===== src/rtl/id_ex_operand_stage_if.sv =====
// Decode-to-ID/EX bus: one decoded instruction with its regfile reads, under a valid/ready handshake.
interface id_ex_operand_stage_if #(
  parameter int WIDTH  = 32,
  parameter int REG_AW = 5
);
  logic              in_valid;
  logic              in_ready;
  logic [REG_AW-1:0] in_rs1_addr;
  logic [REG_AW-1:0] in_rs2_addr;
  logic [WIDTH-1:0]  in_rs1_data;
  logic [WIDTH-1:0]  in_rs2_data;
  logic [WIDTH-1:0]  in_imm;
  logic [WIDTH-1:0]  in_pc;
  logic              in_src_a_pc;
  logic              in_src_b_imm;
  logic [3:0]        in_alu_control;
  logic [REG_AW-1:0] in_rd_addr;
  logic              in_reg_write;

  modport master (
    output in_valid, in_rs1_addr, in_rs2_addr, in_rs1_data, in_rs2_data, in_imm, in_pc,
           in_src_a_pc, in_src_b_imm, in_alu_control, in_rd_addr, in_reg_write,
    input  in_ready
  );

  modport slave (
    input  in_valid, in_rs1_addr, in_rs2_addr, in_rs1_data, in_rs2_data, in_imm, in_pc,
           in_src_a_pc, in_src_b_imm, in_alu_control, in_rd_addr, in_reg_write,
    output in_ready
  );
endinterface


===== src/rtl/id_ex_operand_stage.sv =====
// ID/EX operand stage: captures one decoded instruction, forwards operands from EX/MEM and MEM/WB,
// tracks load-use hazards and presents registered ALU operands under a valid/ready handshake.
module id_ex_operand_stage #(
  parameter int WIDTH  = 32,
  parameter int REG_AW = 5
) (
  input  logic              clk,
  input  logic              rst,
  input  logic              flush,
  id_ex_operand_stage_if.slave dec,
  input  logic              exm_valid,
  input  logic [REG_AW-1:0] exm_rd,
  input  logic [WIDTH-1:0]  exm_data,
  input  logic              exm_is_load,
  input  logic              wb_valid,
  input  logic [REG_AW-1:0] wb_rd,
  input  logic [WIDTH-1:0]  wb_data,
  output logic              out_valid,
  input  logic              out_ready,
  output logic [WIDTH-1:0]  alu_a,
  output logic [WIDTH-1:0]  alu_b,
  output logic [WIDTH-1:0]  store_data,
  output logic [3:0]        alu_control,
  output logic [REG_AW-1:0] rd_addr,
  output logic              reg_write
);

  localparam logic [REG_AW-1:0] X0 = {REG_AW{1'b0}};

  // Capture priority: a non-load in EX/MEM is newest, then the writeback, then the regfile.
  function automatic logic [WIDTH-1:0] capture_operand(
    input logic [REG_AW-1:0] addr,  input logic [WIDTH-1:0] rf,
    input logic ev, input logic eld, input logic [REG_AW-1:0] erd, input logic [WIDTH-1:0] ed,
    input logic wv, input logic [REG_AW-1:0] wrd, input logic [WIDTH-1:0] wd
  );
    if (addr == X0)                          return {WIDTH{1'b0}};
    else if (ev && !eld && (erd == addr))    return ed;
    else if (wv && (wrd == addr))            return wd;
    else                                     return rf;
  endfunction

  // While held, the writeback completing the awaited load takes precedence over EX/MEM.
  function automatic logic [WIDTH-1:0] refresh_operand(
    input logic [REG_AW-1:0] addr,  input logic [WIDTH-1:0] cur,
    input logic ev, input logic eld, input logic [REG_AW-1:0] erd, input logic [WIDTH-1:0] ed,
    input logic wv, input logic [REG_AW-1:0] wrd, input logic [WIDTH-1:0] wd
  );
    if (addr == X0)                          return cur;
    else if (wv && (wrd == addr))            return wd;
    else if (ev && !eld && (erd == addr))    return ed;
    else                                     return cur;
  endfunction

  logic              valid_r, pend1_r, pend2_r;
  logic [REG_AW-1:0] rs1_addr_r, rs2_addr_r;
  logic              src_a_pc_r, src_b_imm_r;
  logic [WIDTH-1:0]  alu_a_r, alu_b_r, store_data_r;
  logic [3:0]        alu_control_r;
  logic [REG_AW-1:0] rd_addr_r;
  logic              reg_write_r;

  logic              out_valid_s, in_ready_s, transfer_s, accept_s;
  logic [WIDTH-1:0]  cap_rs1_s, cap_rs2_s, held_rs1_s, held_rs2_s;
  logic              cap_pend1_s, cap_pend2_s, wb_hit1_s, wb_hit2_s;

  // Handshake: a pending operand only blocks when it is actually consumed.
  always_comb begin
    out_valid_s = valid_r & ~(pend2_r | (pend1_r & ~src_a_pc_r));
    transfer_s  = out_valid_s & out_ready;
    in_ready_s  = ~valid_r | transfer_s;
    accept_s    = dec.in_valid & in_ready_s;
  end

  // Operand selection for capture and for refreshing the held entry.
  always_comb begin
    cap_rs1_s   = capture_operand(dec.in_rs1_addr, dec.in_rs1_data, exm_valid, exm_is_load,
                                  exm_rd, exm_data, wb_valid, wb_rd, wb_data);
    cap_rs2_s   = capture_operand(dec.in_rs2_addr, dec.in_rs2_data, exm_valid, exm_is_load,
                                  exm_rd, exm_data, wb_valid, wb_rd, wb_data);
    cap_pend1_s = exm_valid & exm_is_load & (exm_rd == dec.in_rs1_addr) & (dec.in_rs1_addr != X0);
    cap_pend2_s = exm_valid & exm_is_load & (exm_rd == dec.in_rs2_addr) & (dec.in_rs2_addr != X0);
    held_rs1_s  = refresh_operand(rs1_addr_r, alu_a_r, exm_valid, exm_is_load,
                                  exm_rd, exm_data, wb_valid, wb_rd, wb_data);
    held_rs2_s  = refresh_operand(rs2_addr_r, store_data_r, exm_valid, exm_is_load,
                                  exm_rd, exm_data, wb_valid, wb_rd, wb_data);
    wb_hit1_s   = wb_valid & (wb_rd == rs1_addr_r) & (rs1_addr_r != X0);
    wb_hit2_s   = wb_valid & (wb_rd == rs2_addr_r) & (rs2_addr_r != X0);
  end

  // Entry register: flush beats capture, capture beats hold/refresh.
  always_ff @(posedge clk or posedge rst) begin
    if (rst) begin
      valid_r       <= 1'b0;
      pend1_r       <= 1'b0;
      pend2_r       <= 1'b0;
      rs1_addr_r    <= X0;
      rs2_addr_r    <= X0;
      src_a_pc_r    <= 1'b0;
      src_b_imm_r   <= 1'b0;
      alu_a_r       <= {WIDTH{1'b0}};
      alu_b_r       <= {WIDTH{1'b0}};
      store_data_r  <= {WIDTH{1'b0}};
      alu_control_r <= 4'b0000;
      rd_addr_r     <= X0;
      reg_write_r   <= 1'b0;
    end else if (flush) begin
      valid_r <= 1'b0;
      pend1_r <= 1'b0;
      pend2_r <= 1'b0;
    end else if (accept_s) begin
      valid_r       <= 1'b1;
      pend1_r       <= cap_pend1_s;
      pend2_r       <= cap_pend2_s;
      rs1_addr_r    <= dec.in_rs1_addr;
      rs2_addr_r    <= dec.in_rs2_addr;
      src_a_pc_r    <= dec.in_src_a_pc;
      src_b_imm_r   <= dec.in_src_b_imm;
      alu_a_r       <= dec.in_src_a_pc ? dec.in_pc : cap_rs1_s;
      alu_b_r       <= dec.in_src_b_imm ? dec.in_imm : cap_rs2_s;
      store_data_r  <= cap_rs2_s;
      alu_control_r <= dec.in_alu_control;
      rd_addr_r     <= dec.in_rd_addr;
      reg_write_r   <= dec.in_reg_write;
    end else if (valid_r) begin
      valid_r      <= ~transfer_s;
      pend1_r      <= pend1_r & ~wb_hit1_s;
      pend2_r      <= pend2_r & ~wb_hit2_s;
      alu_a_r      <= src_a_pc_r ? alu_a_r : held_rs1_s;
      alu_b_r      <= src_b_imm_r ? alu_b_r : held_rs2_s;
      store_data_r <= held_rs2_s;
    end
  end

  assign out_valid    = out_valid_s;
  assign dec.in_ready = in_ready_s;
  assign alu_a        = alu_a_r;
  assign alu_b        = alu_b_r;
  assign store_data   = store_data_r;
  assign alu_control  = alu_control_r;
  assign rd_addr      = rd_addr_r;
  assign reg_write    = reg_write_r;

endmodule


===== src/flat_wrapper.sv =====
// flat-port wrapper written by rule: the top's interface ports become plain ports
module id_ex_operand_stage_flat 
#(
  parameter int WIDTH  = 32,
  parameter int REG_AW = 5
)
  (clk, rst, flush, exm_valid, exm_rd, exm_data, exm_is_load, wb_valid, wb_rd, wb_data, out_valid, out_ready, alu_a, alu_b, store_data, alu_control, rd_addr, reg_write, dec_in_valid, dec_in_rs1_addr, dec_in_rs2_addr, dec_in_rs1_data, dec_in_rs2_data, dec_in_imm, dec_in_pc, dec_in_src_a_pc, dec_in_src_b_imm, dec_in_alu_control, dec_in_rd_addr, dec_in_reg_write, dec_in_ready);
  id_ex_operand_stage_if #(.WIDTH(WIDTH), .REG_AW(REG_AW)) dec_i ();
  input  logic clk;
  input  logic rst;
  input  logic flush;
  input  logic exm_valid;
  input  logic [REG_AW-1:0] exm_rd;
  input  logic [WIDTH-1:0] exm_data;
  input  logic exm_is_load;
  input  logic wb_valid;
  input  logic [REG_AW-1:0] wb_rd;
  input  logic [WIDTH-1:0] wb_data;
  output logic out_valid;
  input  logic out_ready;
  output logic [WIDTH-1:0] alu_a;
  output logic [WIDTH-1:0] alu_b;
  output logic [WIDTH-1:0] store_data;
  output logic [3:0] alu_control;
  output logic [REG_AW-1:0] rd_addr;
  output logic reg_write;
  input wire logic [$bits(dec_i.in_valid)-1:0] dec_in_valid;
  input wire logic [$bits(dec_i.in_rs1_addr)-1:0] dec_in_rs1_addr;
  input wire logic [$bits(dec_i.in_rs2_addr)-1:0] dec_in_rs2_addr;
  input wire logic [$bits(dec_i.in_rs1_data)-1:0] dec_in_rs1_data;
  input wire logic [$bits(dec_i.in_rs2_data)-1:0] dec_in_rs2_data;
  input wire logic [$bits(dec_i.in_imm)-1:0] dec_in_imm;
  input wire logic [$bits(dec_i.in_pc)-1:0] dec_in_pc;
  input wire logic [$bits(dec_i.in_src_a_pc)-1:0] dec_in_src_a_pc;
  input wire logic [$bits(dec_i.in_src_b_imm)-1:0] dec_in_src_b_imm;
  input wire logic [$bits(dec_i.in_alu_control)-1:0] dec_in_alu_control;
  input wire logic [$bits(dec_i.in_rd_addr)-1:0] dec_in_rd_addr;
  input wire logic [$bits(dec_i.in_reg_write)-1:0] dec_in_reg_write;
  output wire logic [$bits(dec_i.in_ready)-1:0] dec_in_ready;
  assign dec_i.in_valid = dec_in_valid;
  assign dec_i.in_rs1_addr = dec_in_rs1_addr;
  assign dec_i.in_rs2_addr = dec_in_rs2_addr;
  assign dec_i.in_rs1_data = dec_in_rs1_data;
  assign dec_i.in_rs2_data = dec_in_rs2_data;
  assign dec_i.in_imm = dec_in_imm;
  assign dec_i.in_pc = dec_in_pc;
  assign dec_i.in_src_a_pc = dec_in_src_a_pc;
  assign dec_i.in_src_b_imm = dec_in_src_b_imm;
  assign dec_i.in_alu_control = dec_in_alu_control;
  assign dec_i.in_rd_addr = dec_in_rd_addr;
  assign dec_i.in_reg_write = dec_in_reg_write;
  assign dec_in_ready = dec_i.in_ready;
  id_ex_operand_stage #(.WIDTH(WIDTH), .REG_AW(REG_AW)) u_core (.clk(clk), .rst(rst), .flush(flush), .dec(dec_i), .exm_valid(exm_valid), .exm_rd(exm_rd), .exm_data(exm_data), .exm_is_load(exm_is_load), .wb_valid(wb_valid), .wb_rd(wb_rd), .wb_data(wb_data), .out_valid(out_valid), .out_ready(out_ready), .alu_a(alu_a), .alu_b(alu_b), .store_data(store_data), .alu_control(alu_control), .rd_addr(rd_addr), .reg_write(reg_write));
endmodule

===== config.mk =====
export PLATFORM = sky130hd
export DESIGN_NAME = id_ex_operand_stage_flat
export DESIGN_NICKNAME = d
export VERILOG_FILES = /design/src/rtl/id_ex_operand_stage_if.sv /design/src/rtl/id_ex_operand_stage.sv /design/src/flat_wrapper.sv
export SDC_FILE = /design/constraint.sdc
export NUM_CORES = 1
export LEC_CHECK = 0
export BUFFER_PORTS_ARGS = -buffer_cell sky130_fd_sc_hd__buf_2
export CAP_MARGIN = 20
export CORE_MARGIN = 5
export CORE_UTILIZATION = 51
export CTS_BUF_LIST = sky130_fd_sc_hd__clkbuf_16
export DETAILED_ROUTE_END_ITERATION = 8
export PLACE_DENSITY = 0.82
export SLEW_MARGIN = 0
export SYNTH_ARGS = -nofsm -noshare
export SYNTH_HDL_FRONTEND = slang
export SYNTH_SLANG_ARGS = --single-unit

===== constraint.sdc =====
create_clock -name clk -period 5.65 [get_ports clk]
set_input_delay 1.13 -clock clk [delete_from_list [all_inputs] [get_ports clk]]
set_output_delay 1.13 -clock clk [all_outputs]
set_load 0.01 [all_outputs]

* After elaboration in Yosys (flattened, before gate mapping)
Index checks and enable logic that the tools add are counted.
** Word-level totals
- Bits of input ports :: 232
- Flip-flop bits (word level) :: 121
- Output and inout port bits :: 108
- Word-level logic and storage cells :: 104
** Operators by class
- Bitwise gates (word level) :: 24
- Eq/ne operators :: 11
- Reduce and logical (&&, ||, !) cells :: 25
- Multiplexer cells :: 31
** Operator list (number)
- $mux 32 :: 22
- $eq 5x5->1 :: 8
- $logic_not 5->1 :: 4
- $reduce_bool 5->1 :: 4
- $and 1x1->1 :: 15
- $logic_and 1x1->1 :: 9
- $mux 1 :: 9
- $not 1->1 :: 7
- $reduce_bool 3->1 :: 2
- $reduce_and 5->1 :: 1
- $ne 2x2->1 const B :: 2
- $reduce_and 2->1 :: 2
- $reduce_and 3->1 :: 1
- $ne 2x1->1 const B :: 1
- $or 1x1->1 :: 2
- $reduce_bool 2->1 :: 1
- $logic_not 1->1 :: 1

* Longest topological paths before layout
- Word-level depth :: 10
- Mapped depth :: 9
- Mapped depth without buffers :: 7

* Least setup slack after synthesis
No wires, ideal clock.
- Path kind :: in2reg
- Start point :: input wb_rd[3]
- End point :: register u_core.alu_a_r[0], in the netlist u_core.alu_a[0]
- Library setup time :: 0.125 ns
- Arrival time :: 2.878 ns
- Stages :: 9
- Data required time :: 5.525 ns
- Slack :: 2.647 ns
- Buffers on the path :: 3
- Cell sequence :: buf_2 xor2_1 nor4_1 nand3_1 buf_2 a211o_1 a21oi_4 buf_6 mux2_2
** On the way
- Longest elaborated chain between the ends :: 7
- Elaborated cells on any way between the ends :: 15
- Those cells by class :: eq/ne (2); mux (9); reduce/logical (4)
** Ends and longest elaborated chain
- start: declaration :: line flat_wrapper.sv:17 : input logic [REG_AW-1:0] wb_rd;
- $eq 5x5->1, on equally long branches :: line id_ex_operand_stage.sv:49, id_ex_operand_stage.sv:38
- $logic_and 1x1->1, on equally long branches :: line id_ex_operand_stage.sv:49, id_ex_operand_stage.sv:38
- $mux 32, on equally long branches :: line id_ex_operand_stage.sv:49, id_ex_operand_stage.sv:38
- $mux 32, on equally long branches :: line id_ex_operand_stage.sv:48, id_ex_operand_stage.sv:37
- $mux 32, on equally long branches :: line id_ex_operand_stage.sv:128, id_ex_operand_stage.sv:36
- $mux 32, on equally long branches :: line id_ex_operand_stage.sv:124, id_ex_operand_stage.sv:118
- $mux 32 :: line id_ex_operand_stage.sv:110 : end else if (accept_s) begin
- end signal: assignment :: line id_ex_operand_stage.sv:100 : alu_a_r <= {WIDTH{1'b0}};
- end signal: assignment :: line id_ex_operand_stage.sv:118 : alu_a_r <= dec.in_src_a_pc ? dec.in_pc : cap_rs1_s;
- end signal: assignment :: line id_ex_operand_stage.sv:128 : alu_a_r <= src_a_pc_r ? alu_a_r : held_rs1_s;
- end: declaration :: line id_ex_operand_stage.sv:57 : logic [WIDTH-1:0] alu_a_r, alu_b_r, store_data_r;
Parallel ways exist; a longest one is shown, timed or not. The select of a mux whose other input is x is not followed.
A chain may end at the register's enable or synchronous reset.

* Worst setup path after layout
- Start point :: input exm_rd[4]
- End point :: register u_core.alu_b_r[28], in the netlist u_core.alu_b[28]
** On the way
- Longest elaborated chain between the ends :: 8
- Elaborated cells on any way between the ends :: 13
- Those cells by class :: eq/ne (2); mux (9); reduce/logical (2)
** Ends and longest elaborated chain
- start: declaration :: line flat_wrapper.sv:13 : input logic [REG_AW-1:0] exm_rd;
- $eq 5x5->1 :: line id_ex_operand_stage.sv:50 : else if (ev && !eld && (erd == addr)) return ed;
- $logic_and 1x1->1 :: line id_ex_operand_stage.sv:50
- $mux 32 :: line id_ex_operand_stage.sv:50
- $mux 32 :: line id_ex_operand_stage.sv:49 : else if (wv && (wrd == addr)) return wd;
- $mux 32 :: line id_ex_operand_stage.sv:48 : if (addr == X0) return cur;
- $mux 32 :: line id_ex_operand_stage.sv:129 : alu_b_r <= src_b_imm_r ? alu_b_r : held_rs2_s;
- $mux 32 :: line id_ex_operand_stage.sv:124 : end else if (valid_r) begin
- $mux 32 * :: line id_ex_operand_stage.sv:110
- end signal: assignment :: line id_ex_operand_stage.sv:101 : alu_b_r <= {WIDTH{1'b0}};
- end signal: assignment :: line id_ex_operand_stage.sv:119 : alu_b_r <= dec.in_src_b_imm ? dec.in_imm : cap_rs2_s;
- end signal: assignment :: line id_ex_operand_stage.sv:129
- end: declaration :: line id_ex_operand_stage.sv:57
Every way passes the cells marked *; elsewhere a longest branch is shown, timed or not. The select of a mux whose other input is x is not followed.

==> results.sh <==
export IMPL_met3WireLength_um=4837
export IMPL_setup_tns_ns=0
export IMPL_cts_sinks=121
export IMPL_crit_type="in -> reg"
export IMPL_async_reset_ff_share_pct=100.0
export IMPL_synth_cells=1052
export IMPL_post_cts_buffers=0
export IMPL_layout_cells_most_common="buf_2"
export IMPL_clockBufferDepth=2
export IMPL_clock_tree_root_cell="clkbuf_16"
export IMPL_critPathBufInv=2
export IMPL_die_h_um=145.3
export IMPL_first_pass_iters=6
export IMPL_synth_seq_area_share_pct=32.46
export IMPL_grt_pass1_wl_um=61050
export IMPL_post_route_min_period_ns=3.765
export IMPL_startpoint_type="input pin"
export IMPL_setup_viol=0
export IMPL_grt_total_usage_pct=35.49
export IMPL_path_depth=8
export IMPL_hold_class="reg -> reg"
export IMPL_synth_seq_cells=121
export IMPL_fillers=1536
export IMPL_fin_area_um2=11750
export IMPL_yosys_warnings=0
export IMPL_grt_overflow=0
export IMPL_antenna_found_initial=2
export IMPL_vias_per_cell=6.974
export IMPL_finalCritPeriodShare_pct=66.64
export IMPL_clk_pin_slew_ns=0.06
export IMPL_wl_um=39330
export IMPL_outcome="completed"
export IMPL_rsz0062_at_grt="false"
export IMPL_synthToLayoutAreaGrowth_pct=25.98
export IMPL_cp_cell_sequence="buf_2, xnor2_1, nand3_1, or4_2, nor4_4, buf_4, a21oi_1, a31oi_1"
export IMPL_wl_met2_um=18320
export IMPL_timing_rr_end="u_core.pend1_r$_DFFE_PP0P_"
export IMPL_crit_arrival_ns=4.09
export IMPL_die_area_um2=21100
export IMPL_ios=340
export IMPL_grt_max_degree=85
export IMPL_path_max_fanout=38
export IMPL_vias=10900
export IMPL_drtIter0Drc=1277
export IMPL_cts_resized=0
export IMPL_crit_slowest_cell="or4_2"
export IMPL_cp_top_family="simple AND/OR/NAND/NOR gates"
export IMPL_rrSetupSlack_ns=2.53
export IMPL_cellLeakagePower_nw=5.154
export IMPL_drive_above_1_share_pct=37.21
export IMPL_top_layer_used="met5"
export IMPL_report_final_hold_viol_count=0
export IMPL_fin_nets=1552
export IMPL_cpPeakStageDelay_ns=1.12
export IMPL_cts_max_level=4
export IMPL_port_buffers=339
export IMPL_worst_pin_slew_ns=1.277
export IMPL_routedWlPerCell_um=25.17
export IMPL_synthDistinctLibCells=56
export IMPL_end_kind="flip-flop"
export IMPL_syn_num_nets=1284
export IMPL_place_gp_congestion=0.9566
export IMPL_clk_latency_ns=0.42
export IMPL_crit_required_ns=5.98
export IMPL_syn_area_um2=9329
export IMPL_dpl_cell_area_um2=11120
export IMPL_die_x_um=145.3
export IMPL_irDropWorstVdd_mv=0.2159
export IMPL_reg2regPathDepth=8
export IMPL_cts_buffers=17
export IMPL_core_area_um2=17960
export IMPL_regArea_um2=3028
export IMPL_cp_endpoint="u_core.alu_b[28]$_DFFE_PP0P_"
export IMPL_drv_cap=0
export IMPL_ys_flop_type="dfrtp_1"
export IMPL_fin_worst_skew_ns=0.008882
export IMPL_drc_errors=0
export IMPL_synth_edf_count=0
export IMPL_slew_headroom_pct=14.83
export IMPL_p_per_area_nw_per_um2=297.5
export IMPL_final_cell_mix="339 x buf_2, 121 x dfrtp_1, 84 x mux2_2"
export IMPL_reg2reg_from="u_core.pend1_r$_DFFE_PP0P_"
export IMPL_m1WireLength_um=14570
export IMPL_ant_nets=0
export IMPL_rows=49
export IMPL_cts_tree="done"
export IMPL_slew_violations=0
export IMPL_start_util_pct=51.93
export IMPL_grt_pass1_vias=10960
export IMPL_dp_hpwl_um=26190
export IMPL_fmax_mhz=265.6
export IMPL_fin_total_pwr_mw=3.497
export IMPL_critPathLaunch="exm_rd[4]"
export IMPL_cts_hold_buffers=0
export IMPL_synth_avg_cell_area_um2=8.868
export IMPL_multi_input_area_um2=5951
-- worst register-to-register path: cells and delay by family (launching register included) --
family	cells	cell delay, ns
buffers and inverters	2	0.58
AO/OA/AOI/OAI	2	0.50
AND/OR/NAND/NOR	4	1.58
flip-flops	1	0.38
-- worst min-delay path by stage --
stage	slack (ns)	endpoint	start	depth (start not counted)
2_1_floorplan	0.48	u_core.src_b_imm_r$_DFFE_PP0P_	u_core.src_b_imm_r$_DFFE_PP0P_	1
4_1_cts	0.50	u_core.alu_a[28]$_DFFE_PP0P_	u_core.alu_a[28]$_DFFE_PP0P_	1
5_1_grt	0.52	u_core.alu_control[2]$_DFFE_PP0P_	u_core.alu_control[2]$_DFFE_PP0P_	1
3_5_place_dp	0.49	u_core.alu_control[0]$_DFFE_PP0P_	u_core.alu_control[0]$_DFFE_PP0P_	1
3_3_place_gp	0.49	u_core.alu_control[1]$_DFFE_PP0P_	u_core.alu_control[1]$_DFFE_PP0P_	1
6_report	0.50	u_core.alu_a[23]$_DFFE_PP0P_	u_core.alu_a[23]$_DFFE_PP0P_	1
-- layer usage --
| metal | GRT usage (%) | up-vias |
|---|---|---|
| met3 | 8.824 | 165 |
| met4 | 17.72 | 2 |
| met2 | 56.39 | 927 |
| li1 | - | 4682 |
| met1 | 45.10 | 5124 |
| met5 | 0 | - |
-- cell usage after synthesis (2+ instances only) --
master / n / area (um2)
dfrtp_1: 121 / 3028
mux2_2: 84 / 945.9
clkbuf_1: 76 / 285.3
nand2_1: 67 / 251.5
o21ai_0: 67 / 335.3
nor2_1: 50 / 187.7
nand3_1: 39 / 195.2
a21oi_1: 35 / 175.2
a221oi_1: 34 / 297.8
mux2i_1: 33 / 330.3
a21o_1: 32 / 240.2
a22oi_1: 32 / 240.2
a31oi_1: 32 / 200.2
o211ai_1: 32 / 240.2
o22ai_1: 32 / 200.2
a211oi_1: 31 / 232.7
o21a_1: 31 / 232.7
and3_1: 30 / 187.7
o221ai_1: 30 / 262.8
o32a_1: 29 / 290.3
xnor2_1: 22 / 192.7
buf_2: 19 / 95.09
xor2_1: 17 / 148.9
buf_1: 11 / 41.29
and2_1: 7 / 43.79
inv_1: 5 / 18.77
nand4_1: 5 / 31.28
nand2b_1: 4 / 25.02
nor4_1: 4 / 25.02
buf_6: 3 / 33.78
nor2b_1: 3 / 18.77
nor3_1: 3 / 15.01
o2111ai_1: 3 / 26.28
or4_1: 3 / 22.52
and4_1: 2 / 17.52
nand3b_1: 2 / 15.01
o21bai_1: 2 / 15.01
o311ai_1: 2 / 17.52
-- logic make-up (layout without fill, tap and decap cells) --
family	count (synthesis)	count (layout)	share of synthesized area, %
buffers and inverters	116	397	5.177
and+or+nand+nor	224	224	11.63
xor gates and xnor gates	39	39	3.661
DFF	121	121	32.46
muxes	117	117	13.68
AOI/OAI and AO/OA	435	435	33.40
other	0	1	0
-- area by class of cell --
class | count | area share (%)
repair buffers | 359 | 15.92
inverters | 6 | 0.2342
clock buffers | 17 | 3.620
well taps | 229 | 2.438
flip-flops and latches | 121 | 25.76
clock inverters | 15 | 1.373
diodes | 1 | 0.02129
multi-input cells | 815 | 50.63
-- sequential cells by signal (all words and copies together), names as in the netlist, 4 cells and up --
register and flops:
u_core.store_data 32, u_core.rs2_addr_r 5, u_core.alu_a 32, u_core.alu_control 4, u_core.alu_b 32, u_core.rs1_addr_r 5, u_core.rd_addr 5
-- per-stage QoR --
step	utilization [%]	setup slack, ns	std cells	hold slack, ns
after detailed placement	61.93	1.584	1528	0.4902
after global placement	61.93	1.683	1528	0.4852
final	65.42	1.885	1563	0.5001
after CTS	65.19	1.974	1560	0.5038
after global routing	65.42	1.754	1563	0.5150
after floorplan	-	1.306	1052	0.4811
-- where the power goes --
group / internal [mW] / switching [mW] / total [mW]
Sequential: 1.08 / 0.177 / 1.25
Combinational: 0.495 / 0.632 / 1.13
Clock: 0.686 / 0.431 / 1.12
Total: 2.26 / 1.24 / 3.50
Note: power is estimated with default switching activity, not from simulation.
